==> config.mk <==
export PLATFORM = sky130hd
export DESIGN_NAME = key_debounce
export DESIGN_NICKNAME = d
export VERILOG_FILES = /design/src/rtl/key_pkg.sv /design/src/rtl/key_debounce_ch.sv /design/src/rtl/key_debounce.sv
export SDC_FILE = /design/constraint.sdc
export NUM_CORES = 1
export LEC_CHECK = 0
export CAP_MARGIN = 20
export CORE_MARGIN = 4
export CORE_UTILIZATION = 55
export DETAILED_ROUTE_END_ITERATION = 8
export PLACE_DENSITY = 0.72
export SETUP_SLACK_MARGIN = 0.02
export SYNTH_ARGS = -nofsm -noshare
export SYNTH_HDL_FRONTEND = slang
export SYNTH_SLANG_ARGS = --single-unit
==> constraint.sdc <==
create_clock -name clkin -period 6.68 [get_ports clkin]
set_input_delay 1.002 -clock clkin [delete_from_list [all_inputs] [get_ports clkin]]
set_output_delay 1.002 -clock clkin [all_outputs]
set_load 0.01 [all_outputs]
==> src/rtl/key_pkg.sv <==
// -----------------------------------------------------------------------------
// key_pkg
// Shared definitions for the push-button front end of the countdown timer:
// key count, key bit positions and the auto-repeat state encoding.
// -----------------------------------------------------------------------------
package key_pkg;

  localparam int NUM_KEYS = 5;

  // Bit positions of the keys in every key vector.
  localparam int KEY_E = 0;  // enter
  localparam int KEY_U = 1;  // up
  localparam int KEY_D = 2;  // down
  localparam int KEY_L = 3;  // left
  localparam int KEY_R = 4;  // right

  // Auto-repeat state per channel.
  typedef enum logic [1:0] {
    IDLE  = 2'd0,
    DELAY = 2'd1,
    RATE  = 2'd2
  } rpt_state_e;

endpackage

==> src/rtl/key_debounce_ch.sv <==
// -----------------------------------------------------------------------------
// key_debounce_ch
// One key channel: 2-FF synchroniser, debounce counter with press/release
// pulse generation, and an optional auto-repeat FSM.
// Ports:
//   clkin       in  system clock
//   rst_n       in  asynchronous active-low reset
//   key_n       in  raw key, active-low, asynchronous to clkin
//   key_level   out debounced level, 1 = pressed
//   key_press   out one-cycle pulse on an accepted press
//   key_release out one-cycle pulse on an accepted release
//   key_repeat  out one-cycle auto-repeat pulse (0 when REPEAT_EN = 0)
// -----------------------------------------------------------------------------
module key_debounce_ch
  import key_pkg::*;
#(
  parameter int DEBOUNCE_CYC = 1000000,
  parameter int REPEAT_DELAY = 25000000,
  parameter int REPEAT_RATE  = 5000000,
  parameter bit REPEAT_EN    = 1'b1
) (
  input  logic clkin,
  input  logic rst_n,
  input  logic key_n,
  output logic key_level,
  output logic key_press,
  output logic key_release,
  output logic key_repeat
);

  localparam int             DW        = $clog2(DEBOUNCE_CYC + 1);
  localparam logic [DW-1:0]  DCNT_LAST = DW'(DEBOUNCE_CYC - 1);
  localparam logic [DW-1:0]  DCNT_ONE  = DW'(1);

  logic          sync1_r;
  logic          sync2_r;
  logic          sample_s;
  logic          st_r;
  logic          st_nxt_s;
  logic [DW-1:0] dcnt_r;
  logic [DW-1:0] dcnt_nxt_s;
  logic          press_r;
  logic          press_nxt_s;
  logic          release_r;
  logic          release_nxt_s;

  // Two-flop synchroniser; idles at released (1) out of reset.
  always_ff @(posedge clkin or negedge rst_n) begin
    if (!rst_n) begin
      sync1_r <= 1'b1;
      sync2_r <= 1'b1;
    end else begin
      sync1_r <= key_n;
      sync2_r <= sync1_r;
    end
  end

  assign sample_s = ~sync2_r;  // 1 = pressed

  // Debounce decision: a change is accepted on the DEBOUNCE_CYC-th consecutive differing sample.
  always_comb begin
    st_nxt_s      = st_r;
    dcnt_nxt_s    = '0;
    press_nxt_s   = 1'b0;
    release_nxt_s = 1'b0;
    if (sample_s == st_r) begin
      dcnt_nxt_s = '0;
    end else if (dcnt_r == DCNT_LAST) begin
      st_nxt_s      = ~st_r;
      dcnt_nxt_s    = '0;
      press_nxt_s   = sample_s;
      release_nxt_s = ~sample_s;
    end else begin
      dcnt_nxt_s = dcnt_r + DCNT_ONE;
    end
  end

  // Debounce state, counter and registered press/release pulses.
  always_ff @(posedge clkin or negedge rst_n) begin
    if (!rst_n) begin
      st_r      <= 1'b0;
      dcnt_r    <= '0;
      press_r   <= 1'b0;
      release_r <= 1'b0;
    end else begin
      st_r      <= st_nxt_s;
      dcnt_r    <= dcnt_nxt_s;
      press_r   <= press_nxt_s;
      release_r <= release_nxt_s;
    end
  end

  assign key_level   = st_r;
  assign key_press   = press_r;
  assign key_release = release_r;

  if (REPEAT_EN) begin : g_rpt
    localparam logic [31:0] RD_LAST  = 32'(REPEAT_DELAY - 1);
    localparam logic [31:0] RR_LAST  = 32'(REPEAT_RATE - 1);
    localparam logic [31:0] RCNT_ONE = 32'd1;

    rpt_state_e  state_r;
    rpt_state_e  state_nxt_s;
    logic [31:0] rcnt_r;
    logic [31:0] rcnt_nxt_s;
    logic        repeat_r;
    logic        repeat_nxt_s;

    // Repeat FSM. It starts on the same edge that registers the press pulse, so
    // rcnt equals the number of cycles since the pulse became visible; a release
    // always wins and suppresses any repeat in the release cycle.
    always_comb begin
      state_nxt_s  = state_r;
      rcnt_nxt_s   = rcnt_r;
      repeat_nxt_s = 1'b0;
      if (release_nxt_s) begin
        state_nxt_s = IDLE;
        rcnt_nxt_s  = 32'd0;
      end else begin
        case (state_r)
          IDLE: begin
            rcnt_nxt_s = 32'd0;
            if (press_nxt_s) begin
              state_nxt_s = DELAY;
            end else begin
              state_nxt_s = IDLE;
            end
          end
          DELAY: begin
            if (rcnt_r == RD_LAST) begin
              repeat_nxt_s = 1'b1;
              rcnt_nxt_s   = 32'd0;
              state_nxt_s  = RATE;
            end else begin
              rcnt_nxt_s = rcnt_r + RCNT_ONE;
            end
          end
          RATE: begin
            if (rcnt_r == RR_LAST) begin
              repeat_nxt_s = 1'b1;
              rcnt_nxt_s   = 32'd0;
            end else begin
              rcnt_nxt_s = rcnt_r + RCNT_ONE;
            end
          end
          default: begin
            state_nxt_s = IDLE;
            rcnt_nxt_s  = 32'd0;
          end
        endcase
      end
    end

    // Repeat FSM state, counter and registered repeat pulse.
    always_ff @(posedge clkin or negedge rst_n) begin
      if (!rst_n) begin
        state_r  <= IDLE;
        rcnt_r   <= 32'd0;
        repeat_r <= 1'b0;
      end else begin
        state_r  <= state_nxt_s;
        rcnt_r   <= rcnt_nxt_s;
        repeat_r <= repeat_nxt_s;
      end
    end

    assign key_repeat = repeat_r;
  end else begin : g_no_rpt
    assign key_repeat = 1'b0;
  end

endmodule

==> src/rtl/key_debounce.sv <==
// -----------------------------------------------------------------------------
// key_debounce
// Front end for the timer's five push-buttons. Each key is synchronised and
// debounced independently; clean press/release pulses and auto-repeat pulses
// (for keys in REPEAT_MASK) feed the timer control FSM directly.
// Ports:
//   clkin       in  system clock (only clock)
//   rst_n       in  asynchronous active-low reset
//   key_n       in  raw keys, active-low; bit 0 enter, 1 up, 2 down, 3 left, 4 right
//   key_level   out debounced levels, 1 = pressed
//   key_press   out one-cycle pulses on accepted presses
//   key_release out one-cycle pulses on accepted releases
//   key_repeat  out one-cycle auto-repeat pulses
// -----------------------------------------------------------------------------
module key_debounce
  import key_pkg::*;
#(
  parameter int                  DEBOUNCE_CYC = 1000000,
  parameter int                  REPEAT_DELAY = 25000000,
  parameter int                  REPEAT_RATE  = 5000000,
  parameter logic [NUM_KEYS-1:0] REPEAT_MASK  = 5'b00110
) (
  input  logic                clkin,
  input  logic                rst_n,
  input  logic [NUM_KEYS-1:0] key_n,
  output logic [NUM_KEYS-1:0] key_level,
  output logic [NUM_KEYS-1:0] key_press,
  output logic [NUM_KEYS-1:0] key_release,
  output logic [NUM_KEYS-1:0] key_repeat
);

  for (genvar i = 0; i < NUM_KEYS; i++) begin : g_ch
    key_debounce_ch #(
      .DEBOUNCE_CYC (DEBOUNCE_CYC),
      .REPEAT_DELAY (REPEAT_DELAY),
      .REPEAT_RATE  (REPEAT_RATE),
      .REPEAT_EN    (REPEAT_MASK[i])
    ) u_ch (
      .clkin       (clkin),
      .rst_n       (rst_n),
      .key_n       (key_n[i]),
      .key_level   (key_level[i]),
      .key_press   (key_press[i]),
      .key_release (key_release[i]),
      .key_repeat  (key_repeat[i])
    );
  end

endmodule

Yosys cells after proc, flatten, opt, wreduce, memory -nomap -nowiden
Cells that the tools add are included.
Operators by class
  $add $sub $neg: 7
  eq/ne operators: 22
  multiplexer cells: 54
  bitwise operators: 15
  reduce and logical (&&, ||, !) cells: 9
Operators with widths (count)
  20-bit two-way mux: 10
  32-bit two-way mux: 6
  32-bit case mux with 2 select lines: 2
  20-bit by 1-bit adder with 20-bit output, second input constant: 5
  20-bit equality test, second input constant: 5
  32-bit by 1-bit adder with 32-bit output, second input constant: 2
  32-bit by 23-bit equality test with 1-bit output, second input constant: 2
  32-bit by 25-bit equality test with 1-bit output, second input constant: 2
  1-bit two-way mux: 28
  1-bit NOT: 15
  2-bit AND reduction: 7
  2-bit case mux with 3 select lines: 2
  2-bit two-way mux: 4
  3-bit by 1-bit inequality test with 1-bit output, second input constant: 2
  1-bit equality test: 5
  2-bit by 1-bit equality test with 1-bit output, second input constant: 2
  2-bit equality test, second input constant: 2
  2-bit zero test: 2
  2-bit by 1-bit inequality test with 1-bit output, second input constant: 2
  1-bit case mux with 2 select lines: 2
Storage, ports and cells
  bits in registers: 195
  input port bits: 7
  output and inout bits: 20
  word-level logic and storage cells: 143

Depth between registers and ports, before layout
Gate-level depths: netlist of the first run.
  word-level depth: 6
  depth in mapped cells: 8

Cells and area by module
From an unflattened synthesis of the first run, not the netlist that was laid out.
Second synthesis, totals
  cell total of the unflattened synthesis: 957
  area total of the unflattened synthesis: 9638.0 µm²
By module, submodules not included
  key_debounce_ch (g_ch[1].u_ch ...): times used 2, cells each 306, area each 3071.7 µm², seq. area each 1503.9 µm²
  key_debounce_ch (g_ch[0].u_ch ...): times used 3, cells each 115, area each 1164.9 µm², seq. area each 628.1 µm²

Worst setup path after synthesis of the first run
Ideal clock, no wire load.
  path kind: reg-to-reg
  start point: reg g_ch[2].u_ch.dcnt_r[0]
  end point: reg g_ch[2].u_ch.g_rpt.state_r[0]
  setup time: 0.079 ns
  arrival: 2.152 ns
  data required time: 6.601 ns
  slack: 4.448 ns
  stages on the path, launching flop included: 8
  buffers on the path: 1
  clock period less this slack: 2.232 ns
  cells stage by stage: dfrtp_1 > ha_1 > nand4_1 > or4_1 > or2_1 > buf_6 > or4b_1 > mux2i_1
Between the ends
  cells in the longest elaborated chain, start to end: 6
Ends and longest elaborated chain
  start, declared: RTL line key_debounce_ch.sv:40  | logic [DW-1:0] dcnt_r;
  start signal, assigned: RTL line key_debounce_ch.sv:87  | dcnt_r <= dcnt_nxt_s;
  20-bit equality test *: RTL line key_debounce_ch.sv:68  | end else if (dcnt_r == DCNT_LAST) begin
  1-bit two-way mux: RTL line key_debounce_ch.sv:68
  1-bit two-way mux: RTL line key_debounce_ch.sv:66  | if (sample_s == st_r) begin
  1-bit two-way mux: RTL line key_debounce_ch.sv:123  | if (press_nxt_s) begin
  2-bit case mux with 3 select lines: RTL line key_debounce_ch.sv:120  | case (state_r)
  2-bit two-way mux: RTL line key_debounce_ch.sv:116  | if (release_nxt_s) begin
  end signal, assigned: RTL line key_debounce_ch.sv:161  | state_r <= state_nxt_s;
  end, declared: RTL line key_debounce_ch.sv:102  | rpt_state_e state_r;
Every way passes the cells marked *; elsewhere a longest branch is shown, timed or not.
A chain may end at the register's enable or synchronous reset.

Worst setup path in the final report of the first run
  start point: reg g_ch[1].u_ch.g_rpt.rcnt_r[27]
  end point: reg g_ch[1].u_ch.g_rpt.rcnt_r[31]
Between the ends
  cells in the longest elaborated chain, start to end: 4
Ends and longest elaborated chain
  start, declared: RTL line key_debounce_ch.sv:104  | logic [31:0] rcnt_r;
  start signal, assigned: RTL line key_debounce_ch.sv:162  | rcnt_r <= rcnt_nxt_s;
  32-bit by 1-bit adder with 32-bit output (tied with other cells): RTL line key_debounce_ch.sv:135, key_debounce_ch.sv:143
  32-bit two-way mux (on tied branches): RTL line key_debounce_ch.sv:139, key_debounce_ch.sv:130
  32-bit case mux with 2 select lines *: RTL line key_debounce_ch.sv:120
  32-bit two-way mux *: RTL line key_debounce_ch.sv:116
  net g_ch[1].u_ch.g_rpt.rcnt_nxt_s[31]: RTL line key_debounce_ch.sv:105  | logic [31:0] rcnt_nxt_s;
The timed path passes the listed nets; every way through them passes the cells marked *.

==> metrics.md, run 1 <==
| Metric | Value |
|---|---|
| GP Congestion | 0.788 |
| First-pass GRT wire length | around 29 mm |
| Drt first-iter violations | between 200 and 300 |
| EDFF count, synth | 0 |
| Worst setup EP type | flip-flop |
| # rows | 47 |
| Die footprint | 19400 µm² |
| Multi-input logic area | about 4300 µm² |
| Max-cap violations | 0 |
| Util after Layout | 0.615 |
| Diode count | 0 |
| Routed met3 length | a little under 500 µm |
| Fin Setup TNS | 0 ns |
| Initial antenna violation count | 0 |
| Sinks on the clock net | around 200 |
| Pleak | 0.00423 µW |
| Dpl hpwl | ~11 mm |
| Status | complete, no violations |
| Critical Path Fanout Max | 32 |
| Io pins | 27 |
| Met2 wire length | just under 8 mm |
| Final setup vio count | 0 |
| Reg clk slew, reported paths | 0.07 ns |
| Root Buffer | clkbuf_16 |
| Die Wd | around 140 µm |
| CP Data Arrival Time | approximately 2.8 ns |
| PortBufs | 23 |
| Final Hold Fails | 0 |
| Power Total | between 2000 and 2500 µW |
| Ranking of synthesized cells by area | dfrtp_1, xor2_1, nor2_1 |
| Critical path class | reg2reg |
| Critical Path Max Stage Delay | a little over 0.6 ns |
| Max Root-Sink Buffers | 2 |
| Largest net degree at the start of global routing | between 100 and 150 |
| Remaining DRCs | 0 |
| Synth Warn # | 0 |
| Core Region | between 15000 and 20000 µm² |
| Drt total wl | around 16 mm |
| Clk_lat worst skew | roughly 0.43 ns |
| PostCTS Resize Cnt | 0 |
| CTS H-tree depth | 4 |
| Clock Skew | about 0.011 ns |
| Fmax | approximately 0.4 GHz |
| Cell variety after synth | 47 |
| Startpoint Class | flip-flop |
| Post-Syn Area | between 9000 and 10000 µm² |
| Num CTS Buffers | 17 |
| Min Tclk post-route | 2.53 ns |
| WL/cell | about 14 µm |
| Uppermost layer routed | met4 |
| Worst hold path class | reg2reg |
| Slew Viols, Final | 0 |
| Initial Util | 0.566 |
| Final instance area | roughly 10000 µm² |
| Flops & latches, synth | approximately 200 |
| Postcts setup bufs | 0 |
| Maximum VDD drop | 0.226 mV |
| Slew of the pin with the lowest slew margin | slightly below 1 ns |
| Antenna-violating nets left | 0 |
| RSZ-0062 raised after global routing | no |
| Register area share after synthesis | 0.516 |
| Crit path cell chain | or4b_1 > nor4_1 > a31oi_1 > o221ai_2 > buf_4 > nor2_1 |
| Grt total ovfl | 0 |
| Layout Area Growth over Synthesis | 8.73% |
| Top FF cell, synth | dfrtp_1 |
| Pwr per Cell Area | ~210 nW/µm² |
| Wl on met1 | between 7 and 8 mm |
| Period utilization | 0.378 |
| Yosys top cell area share | 0.488 |
| Worst Path Required | between 6 and 7 ns |
| Placed cell areas | around 9800 µm² |
| Vias in the first global route | roughly 6300 |
| Gr usage total | 0.175 |
| Average size of a mapped cell | 9.96 µm² |
| CP max-delay cell | nor4_1 |
| Die height | between 100 and 150 µm |
| Via density per instance | about 5.4 |
| Fillers | around 1400 |
| Via count | approximately 6500 |
| Nets | approximately 980 |
| Synth area leader | dfrtp_1 |
| Cells after synthesis | 952 |
| FFs w/ async S/R, synth | 1.00 |
| # hold bufs at CTS | 0 |
| Flip-flop and latch area | just under 5000 µm² |
| DRT Pass-1 Iters | 4 |
| Most frequent cells in the layout | nor2_1, dfrtp_1, xor2_1, nand3_1, xnor2_1 |
| CTS tree | done |
| Slew headroom | 0.341 |
| Most common cell after layout, fill and taps aside | nor2_1 |
| Layout cells sized above 1 | 0.0587 |
power breakdown:
part / total (µW) / switching (µW) / internal [µW] / leakage [µW]
logic: 50.5 / 38.2 / 12.3 / 0.00130
registers: 1200 / 10.2 / 1190 / 0.00268
clock network: 925 / 445 / 480 / 0.000246
Yosys cell counts (3+ instances only):
library cell,number
buf_2,10
nor4b_1,6
a31oi_1,3
and4_1,17
or4_1,5
and2_1,9
dfstp_2,10
xnor2_1,64
and3_1,34
dfrtp_1,185
nor4_1,17
or2_2,6
nand4_1,50
inv_1,26
mux2i_1,4
nor2_1,187
buf_4,20
or3_1,3
a21oi_1,4
xor2_1,88
nor3b_1,3
nand2_1,52
o21ai_0,7
or4b_1,3
nand3_1,64
ha_1,13
clkbuf_1,8
nor3_1,28
critical path: cells and delay by family, from the launching register on:
family / cells / cell delay [ns]
simple gates: 3 / 1.22
buf+inv: 1 / 0.34
flops: 1 / 0.43
compound gates: 2 / 0.40
metal layers:
metal  vias to the layer above  track usage
met2                        76        0.277
met5                         -            0
met3                        19       0.0422
met1                      3135        0.242
li1                       3248            -
met4                         0       0.0541
flip-flops by register name (all words and copies together) (netlist names):
name,flops
g_ch.u_ch.dcnt_r,100
g_ch.u_ch.g_rpt.rcnt_r,64
g_ch.u_ch.g_rpt.state_r,4
g_ch.u_ch.key_level,5
g_ch.u_ch.key_press,5
g_ch.u_ch.key_release,5
g_ch.u_ch.key_repeat,2
g_ch.u_ch.sync1_r,5
g_ch.u_ch.sync2_r,5
worst paths after layout:
kind | from | end | slack [ns] | cells past startpoint
hold / removal | g_ch[1].u_ch.sync1_r$_DFF_PN1_ | g_ch[1].u_ch.sync2_r$_DFF_PN1_ | 0.36 | 0
setup / recovery | g_ch[1].u_ch.g_rpt.rcnt_r[27]$_DFF_PN0_ | g_ch[1].u_ch.g_rpt.rcnt_r[31]$_DFF_PN0_ | 4.15 | 6
min in group asynchronous | rst_n | g_ch[0].u_ch.key_level$_DFFE_PN0P_ | 0.70 | 1
hold reg to reg | g_ch[1].u_ch.sync1_r$_DFF_PN1_ | g_ch[1].u_ch.sync2_r$_DFF_PN1_ | 0.36 | 0
max in group asynchronous | rst_n | g_ch[1].u_ch.dcnt_r[15]$_DFF_PN0_ | 4.59 | 2
setup reg to reg | g_ch[1].u_ch.g_rpt.rcnt_r[27]$_DFF_PN0_ | g_ch[1].u_ch.g_rpt.rcnt_r[31]$_DFF_PN0_ | 4.15 | 6
through the flow:
stage               worst slack (ns)  std cells  hold slack [ns]
detailed placement              3.96       1160            0.347
global placement                3.96       1160            0.346
CTS                             4.15       1191            0.358
floorplan                       4.45        954            0.345
global route                    3.89       1191            0.362
finish                          4.15       1191            0.356
area by class of cell:
| class | instances | share of cell area |
|---|---|---|
| multi-input cells | 693 | 0.412 |
| clock buffers | 18 | 0.0416 |
| repair buffers | 26 | 0.0249 |
| flip-flops and latches | 195 | 0.475 |
| well taps | 220 | 0.0267 |
| clock inverters | 13 | 0.0101 |
| inverters | 26 | 0.00947 |
cell families (layout without fill, tap and decap cells):
group / after synthesis / in the layout / synth area share
AO/OA/AOI/OAI: 21 / 21 / 0.0154
buffers and inverters: 66 / 83 / 0.0362
XOR/XNOR: 152 / 152 / 0.140
multiplexers: 4 / 4 / 0.00422
adder cells (fa/ha/maj): 13 / 13 / 0.0172
flip-flops: 195 / 195 / 0.516
AND/OR/NAND/NOR: 500 / 500 / 0.270
other: 1 / 3 / 0.000396
No activity file was read; power rests on OpenSTA's default activity.
==> run 2: changes to the inputs <==
--- a/config.mk
+++ b/config.mk
@@ -9,7 +9,7 @@
 export CORE_MARGIN = 4
 export CORE_UTILIZATION = 55
 export DETAILED_ROUTE_END_ITERATION = 8
-export PLACE_DENSITY = 0.72
+export PLACE_DENSITY = 0.75
 export SETUP_SLACK_MARGIN = 0.02
 export SYNTH_ARGS = -nofsm -noshare
 export SYNTH_HDL_FRONTEND = slang
==> constraint.sdc (replaced) <==
create_clock -name clkin -period 2.1 [get_ports clkin]
set_input_delay 0.315 -clock clkin [delete_from_list [all_inputs] [get_ports clkin]]
set_output_delay 0.315 -clock clkin [all_outputs]
set_load 0.01 [all_outputs]
==> run 2 against run 1 <==
Net effect: the run now ends with setup timing left; largest power group unchanged; first-iteration DRC count increased by 31%; sequential share of layout area fell by 3.6 points; combinational power rose to 4.3 times the previous value; wire length increased by 9.4%; sequential power rose to 3.2 times the previous value; design area grew 8.3%; count of clock-buffer cells in the layout grew 1.
==> metrics.md, run 2 (synthesis results as in run 1) <==
| Metric | Value |
|---|---|
| CTS tree | done |
| Most common cell after layout, fill and taps aside | dfrtp_1 |
| Max FFs per register | 100 |
| Via count | ~6800 |
| FF-to-FF setup slack | -0.04 ns |
| Post-route non-filler standard cell count | around 1300 |
| Pwr per Cell Area | between 600 and 700 nW/µm² |
| Slew headroom | 0.622 |
| Initial antenna violation count | 0 |
| Hold Path Cell Cnt | 1 |
| Remaining DRCs | 0 |
| Layout Area Growth over Synthesis | 17.7% |
| # rows | between 40 and 50 |
| Final setup vio count | 1 |
| Initial Util | 0.566 |
| Worst setup margin | -0.0354 ns |
| Io pins | 27 |
| Placed Instances | roughly 1200 |
| Clk_lat worst skew | between 0.4 and 0.5 ns |
| Largest net degree at the start of global routing | 66 |
| Reg clk slew, reported paths | roughly 0.070 ns |
| Diode count | 0 |
| Clock power share | 0.450 |
| Num CTS Buffers | 17 |
| Critical path class | reg2reg |
| Sinks on the clock net | 195 |
| Final Hold Fails | 0 |
| Fin Setup TNS | -0.0354 ns |
| Antenna-violating nets left | 0 |
| Layout cells sized above 1 | 0.143 |
| Core Region | approximately 17000 µm² |
| Via density per instance | 5.41 |
| Fmax | about 0.47 GHz |
| Worst setup EP type | flip-flop |
| CTS H-tree depth | 4 |
| Root Buffer | clkbuf_16 |
| Pleak | about 0.0046 µW |
| Util after Layout | 0.666 |
| Worst Path Required | 2.47 ns |
| Vias in the first global route | between 6000 and 7000 |
| Min Tclk post-route | 2.14 ns |
| Hold path start | key_n[2] |
| Die height | 139 µm |
| First-pass GRT wire length | around 31 mm |
| Die Wd | approximately 140 µm |
| Maximum VDD drop | approximately 0.64 mV |
| Violated checks | setup timing |
| Critical Path Fanout Max | 4 |
| Slew Viols, Final | 0 |
| CP Data Arrival Time | around 2.5 ns |
| PortBufs | 23 |
| Largest register by flop count | g_ch.u_ch.dcnt_r |
| Largest registers | g_ch.u_ch.dcnt_r: 100 flops, g_ch.u_ch.g_rpt.rcnt_r: 64 flops |
| Most frequent cells in the layout | dfrtp_1, nor2_1, xor2_1, xnor2_1, nand3_1 |
| Sw Share | 0.213 |
| Worst reg2reg startpoint | g_ch[2].u_ch.dcnt_r[1]$_DFF_PN0_ |
| Die footprint | between 15000 and 20000 µm² |
| GP Congestion | 0.822 |
| Status | complete, but fails checks |
| Gr usage total | 0.189 |
| Drt first-iter violations | between 300 and 400 |
| DRT Pass-1 Iters | 5 |
| Hold Path End | g_ch[2].u_ch.sync1_r$_DFF_PN1_ |
| Dpl hpwl | approximately 12 mm |
| Slew of the pin with the lowest slew margin | around 0.57 ns |
| Worst hold path class | in2reg |
| Internal Power | 5780 µW |
| Max Root-Sink Buffers | 2 |
| P_sw | 1570 µW |
| Period utilization | 1.02 |
| Worst reg2reg path endpoint | g_ch[2].u_ch.g_rpt.state_r[0]$_DFFE_PN0P_ |
| Startpoint Class | flip-flop |
| Reg power frac | 0.520 |
| Smallest hold slack | 0.282 ns |
| Max-cap violations | 0 |
| Nets | approximately 1000 |
| WL/cell | 14.2 µm |
| R2r worst-path depth | 6 |
| Comb power frac | 0.030 |
| RSZ-0062 raised after global routing | yes |
| Clock Skew | 0.0124 ns |
| Pre-CTS setup slack | -0.0575 ns |
| Drt total wl | about 18 mm |
| Grt total ovfl | 0 |
==> run 2: cell count changes in the layout (fill, tap and decap cells not counted), sizes merged <==
cell | before | now
dlygate4sd3 | 0 | 1
clkbuf | 19 | 21
inv | 31 | 27
buf | 3 | 62
clkinv | 3 | 4
bufinv | 0 | 3
==> run 2: what timing repair did <==
action                                 CTS  global route
gates resized for setup                  3            45
cloned                                   0             2
hold buffers                             1             0
pin swaps                                0            15
setup endpoints to repair               64            87
buffers inserted                         0             2
endpoints found under the hold margin   55             0
==> run 2: final cells by class <==
cell class              count  area, µm²
fillers                  1286       5600
flip-flops and latches    195       4890
multi-input cells         693       4450
repair buffers             87        846
clock buffers              19        443
well taps                 220        275
clock inverters            13        160
inverters                  26       97.6
==> run 2: worst max-delay path: stages (launching register included) <==
cell and delay (ns):
dfrtp_1 0.35, ha_2 0.18, nand4_1 0.11, or4_4 0.53, or2_4 0.26, or4b_1 0.50, mux2i_1 0.13
==> run 2: worst max path at each step <==
| stage | slack (ns) | startpoint | to |
|---|---|---|---|
| after floorplan | -0.12 | g_ch[2].u_ch.dcnt_r[0]$_DFF_PN0_ | g_ch[2].u_ch.g_rpt.state_r[0]$_DFFE_PN0P_ |
| after detailed placement | -0.06 | g_ch[2].u_ch.dcnt_r[1]$_DFF_PN0_ | g_ch[2].u_ch.g_rpt.state_r[0]$_DFFE_PN0P_ |
| after global placement | -0.02 | g_ch[2].u_ch.dcnt_r[1]$_DFF_PN0_ | g_ch[2].u_ch.g_rpt.state_r[0]$_DFFE_PN0P_ |
| after CTS | -0.04 | g_ch[2].u_ch.dcnt_r[1]$_DFF_PN0_ | g_ch[2].u_ch.g_rpt.state_r[0]$_DFFE_PN0P_ |
| after global routing | -0.15 | g_ch[2].u_ch.dcnt_r[0]$_DFF_PN0_ | g_ch[2].u_ch.g_rpt.state_r[0]$_DFFE_PN0P_ |
| final | -0.04 | g_ch[2].u_ch.dcnt_r[1]$_DFF_PN0_ | g_ch[2].u_ch.g_rpt.state_r[0]$_DFFE_PN0P_ |
==> run 2: power by group through the flow <==
stage	sequential [µW]	combinational (µW)	clock (µW)
finish	3820	217	3310
global placement	3890	212	0
global route	3830	248	3570
floorplan	3890	76.3	0
CTS	3820	219	3390
detailed placement	3890	216	0
==> run 2: routing by layer <==
layer / track usage / wire length [µm] / vias to the layer above
met5: 0 / 0 / -
met4: 0.0525 / 168 / 0
met3: 0.0384 / 586 / 12
met2: 0.306 / 8740 / 89
met1: 0.261 / 8350 / 3302
li1: - / - / 3379
==> run 2: through the flow <==
| step | cell area, µm² | total power, µW |
|---|---|---|
| after global routing | 11200 | 7650 |
| after CTS | 10900 | 7430 |
| after detailed placement | 10300 | 4110 |
| after global placement | 10300 | 4100 |
| final | 11200 | 7350 |
| after floorplan | 9520 | 3970 |
==> run 3: changes to the inputs <==
--- a/config.mk
+++ b/config.mk
@@ -5,7 +5,8 @@
 export SDC_FILE = /design/constraint.sdc
 export NUM_CORES = 1
 export LEC_CHECK = 0
-export CAP_MARGIN = 20
+export ABC_AREA = 1
+export CAP_MARGIN = 0
 export CORE_MARGIN = 4
 export CORE_UTILIZATION = 55
 export DETAILED_ROUTE_END_ITERATION = 8
@@ -14,3 +15,4 @@
 export SYNTH_ARGS = -nofsm -noshare
 export SYNTH_HDL_FRONTEND = slang
 export SYNTH_SLANG_ARGS = --single-unit
+export TNS_END_PERCENT = 10
==> run 3 against run 2 <==
Net effect: the flow now finishes without violations; core utilization decreased by 5.4 points; global-route usage grew 1.9 points; critical path depth increased by 4; total power up 0.33%.
==> metrics.md, run 3 <==
| Metric | Value |
|---|---|
| Status | complete, no violations |
| Vias in the first global route | around 8500 |
| Hold path start | key_n[2] |
| Smallest hold slack | ~0.28 ns |
| Most frequent cells in the layout | nor2_1, nand2_1, inv_1, dfrtp_1, nand3_1 |
| Grt total ovfl | 0 |
| Period utilization | 0.886 |
| Sinks on the clock net | ~200 |
| Largest register by flop count | g_ch.u_ch.dcnt_r |
| P_sw | approximately 1600 µW |
| Pleak | slightly above 0.005 µW |
| Average size of a mapped cell | 7.51 µm² |
| Cells after synthesis | approximately 1400 |
| Clock Skew | around 0.014 ns |
| Largest net degree at the start of global routing | 50 |
| Synth area leader | dfrtp_1 |
| Diode count | 0 |
| Final setup vio count | 0 |
| Most common cell in the synthesized netlist | nor2_1 |
| Initial Util | 0.558 |
| CP max-delay cell | dfrtp_1 |
| Clk_lat worst skew | ~0.44 ns |
| EDFF count, synth | 0 |
| Worst reg2reg startpoint | g_ch[2].u_ch.g_rpt.rcnt_r[0]$_DFF_PN0_ |
| Min Tclk post-route | ~1.9 ns |
| CTS H-tree depth | 4 |
| CTS tree | done |
| R2r worst-path depth | 10 |
| Dpl hpwl | between 15 and 20 mm |
| Xor and xnor area share after synthesis | 0.0686 |
| Fmax | 0.538 GHz |
| Via density per instance | a little over 5 |
| Flops & latches, synth | a little under 200 |
| Ranking of synthesized cells by area | dfrtp_1, nor2_1, nand2_1 |
| Drt total wl | roughly 22 mm |
| Crit path cell chain | ha_1 > inv_1 > nor2_1 > nand3_1 > nor2_1 > nand2_1 > nand2_1 > nand2_1 > nand2_8 > nor2_1 |
| Clock power share | 0.454 |
| Critical Path Fanout Max | 31 |
| WL/cell | about 12 µm |
| Worst Path Required | roughly 2.4 ns |
| Via count | around 8800 |
| Slew headroom | 0.661 |
| Slew Viols, Final | 0 |
| Core Region | 19500 µm² |
| Post-Syn Area | about 11000 µm² |
| Die Wd | between 100 and 150 µm |
| Die height | approximately 150 µm |
| Max FFs per register | 100 |
| PortBufs | 23 |
| Io pins | 27 |
| Critical Path Max Stage Delay | approximately 0.44 ns |
| Simple-gate portion of the synthesized area | 0.350 |
| Fin Setup TNS | 0 ns |
| Drt first-iter violations | 494 |
| Synth Warn # | 0 |
| RSZ-0062 raised after global routing | no |
| Largest family of logic cells by synthesized area | simple AND/OR/NAND/NOR gates |
| Critical Path Stages | 10 |
| Num CTS Buffers | 17 |
| CP Buf/Inv Count | 1 |
| Synth cell count leaders | nor2_1, nand2_1, inv_1, dfrtp_1, nand3_1 |
| Layout Area Growth over Synthesis | 9.62% |
| Max-cap violations | 0 |
| Yosys top cell area share | 0.426 |
| Layout cells sized above 1 | 0.0635 |
| CP top delay family | simple AND/OR/NAND/NOR gates |
| Cell variety after synth | 42 |
| Adder-Cell Fraction of Synth Area | 0.0150 |
| Multiplexer share of the synthesized area | 0.00184 |
| DRT Pass-1 Iters | 5 |
| Gr usage total | 0.208 |
| Util after Layout | 0.612 |
| Hold Path Cell Cnt | 1 |
| Sw Share | 0.222 |
| Largest registers | g_ch.u_ch.dcnt_r: 100 flops, g_ch.u_ch.g_rpt.rcnt_r: 64 flops |
| Nets | between 1000 and 1500 |
| Pwr per Cell Area | roughly 620 nW/µm² |
| Root Buffer | clkbuf_16 |
| Register area share after synthesis | 0.451 |
| Max Root-Sink Buffers | 2 |
| Compound-Gate Fraction of Synth Area | 0.0241 |
| CP Data Arrival Time | about 2.2 ns |
| Top FF cell, synth | dfrtp_1 |
| Critical Path Start | g_ch[2].u_ch.g_rpt.rcnt_r[0]$_DFF_PN0_ |
| FFs w/ async S/R, synth | 1.00 |
| Final Hold Fails | 0 |
| Worst hold path class | in2reg |
| Critical path class | reg2reg |
| Most common cell after layout, fill and taps aside | nor2_1 |
| Reg power frac | 0.518 |
| Remaining DRCs | 0 |
| Startpoint Class | flip-flop |
| Die footprint | 22100 µm² |
| Reg clk slew, reported paths | 0.07 ns |
| Maximum VDD drop | roughly 0.5 mV |
| Fillers | 1720 |
| Antenna-violating nets left | 0 |
| GP Congestion | approximately 0.95 |
| # rows | about 50 |
| Internal Power | around 5700 µW |
| Slew of the pin with the lowest slew margin | 0.506 ns |
| Comb power frac | 0.028 |
| Power Total | approximately 7400 µW |
| First-pass GRT wire length | 38.2 mm |
| Initial antenna violation count | 0 |
| Worst setup EP type | flip-flop |
## run 3: power by group through the flow
stage | clock, µW | sequential [µW] | combinational [µW]
3_3_place_gp | 0 | 3890 | 208
6_report | 3350 | 3820 | 205
4_1_cts | 3430 | 3820 | 215
5_1_grt | 3600 | 3820 | 239
2_1_floorplan | 0 | 3890 | 85.9
3_5_place_dp | 0 | 3890 | 212
## run 3: through the flow
stage | area, µm² | cells | setup slack, ns
after floorplan | 10900 | 1448 | 0.530
after global placement | 11300 | 1713 | 0.266
after detailed placement | 11300 | 1713 | 0.182
after CTS | 11900 | 1746 | 0.155
after global routing | 11900 | 1746 | 0.0822
final | 11900 | 1746 | 0.240
## run 3: final cells by class
type                       count  area (µm²)  share of cell area
sequential                   195        4890               0.411
tap                          265         332              0.0279
timing repair buffer          33         349              0.0293
inverter                     189         709              0.0596
clock inverter                11         139              0.0117
clock buffer                  21         470              0.0395
multi-input combinational   1032        5010               0.421
## run 3: worst paths after layout
kind	end	slack, ns
worst max-delay path	g_ch[2].u_ch.g_rpt.rcnt_r[19]$_DFF_PN0_	0.24
worst min-delay path	g_ch[2].u_ch.sync1_r$_DFF_PN1_	0.28
worst max register to register	g_ch[2].u_ch.g_rpt.rcnt_r[19]$_DFF_PN0_	0.24
worst min register to register	g_ch[2].u_ch.sync2_r$_DFF_PN1_	0.35
max in group asynchronous	g_ch[1].u_ch.dcnt_r[2]$_DFF_PN0_	1.07
min in group asynchronous	g_ch[0].u_ch.key_release$_DFF_PN0_	0.38
## run 3: cell families after synthesis
| group | Yosys count |
|---|---|
| AO/OA/AOI/OAI | 47 |
| XOR/XNOR | 85 |
| adder cells (fa/ha/maj) | 13 |
| buffers and inverters | 221 |
| flip-flops | 195 |
| multiplexers | 2 |
| other | 1 |
| AND/OR/NAND/NOR | 882 |
## run 3: repair_timing
action,in CTS,in global routing
hold buffers,1,0
setup endpoints to repair,0,3
resized for setup,0,1
buffers inserted,0,0
hold endpoints to repair,31,0
## run 3: per-layer routing
layer	vias to the layer above	part of all wire	GRT usage
li1	4501	-	-
met1	4090	0.47	0.280
met2	186	0.47	0.341
met3	49	0.039	0.0347
met4	0	0.024	0.0748
met5	-	0	0
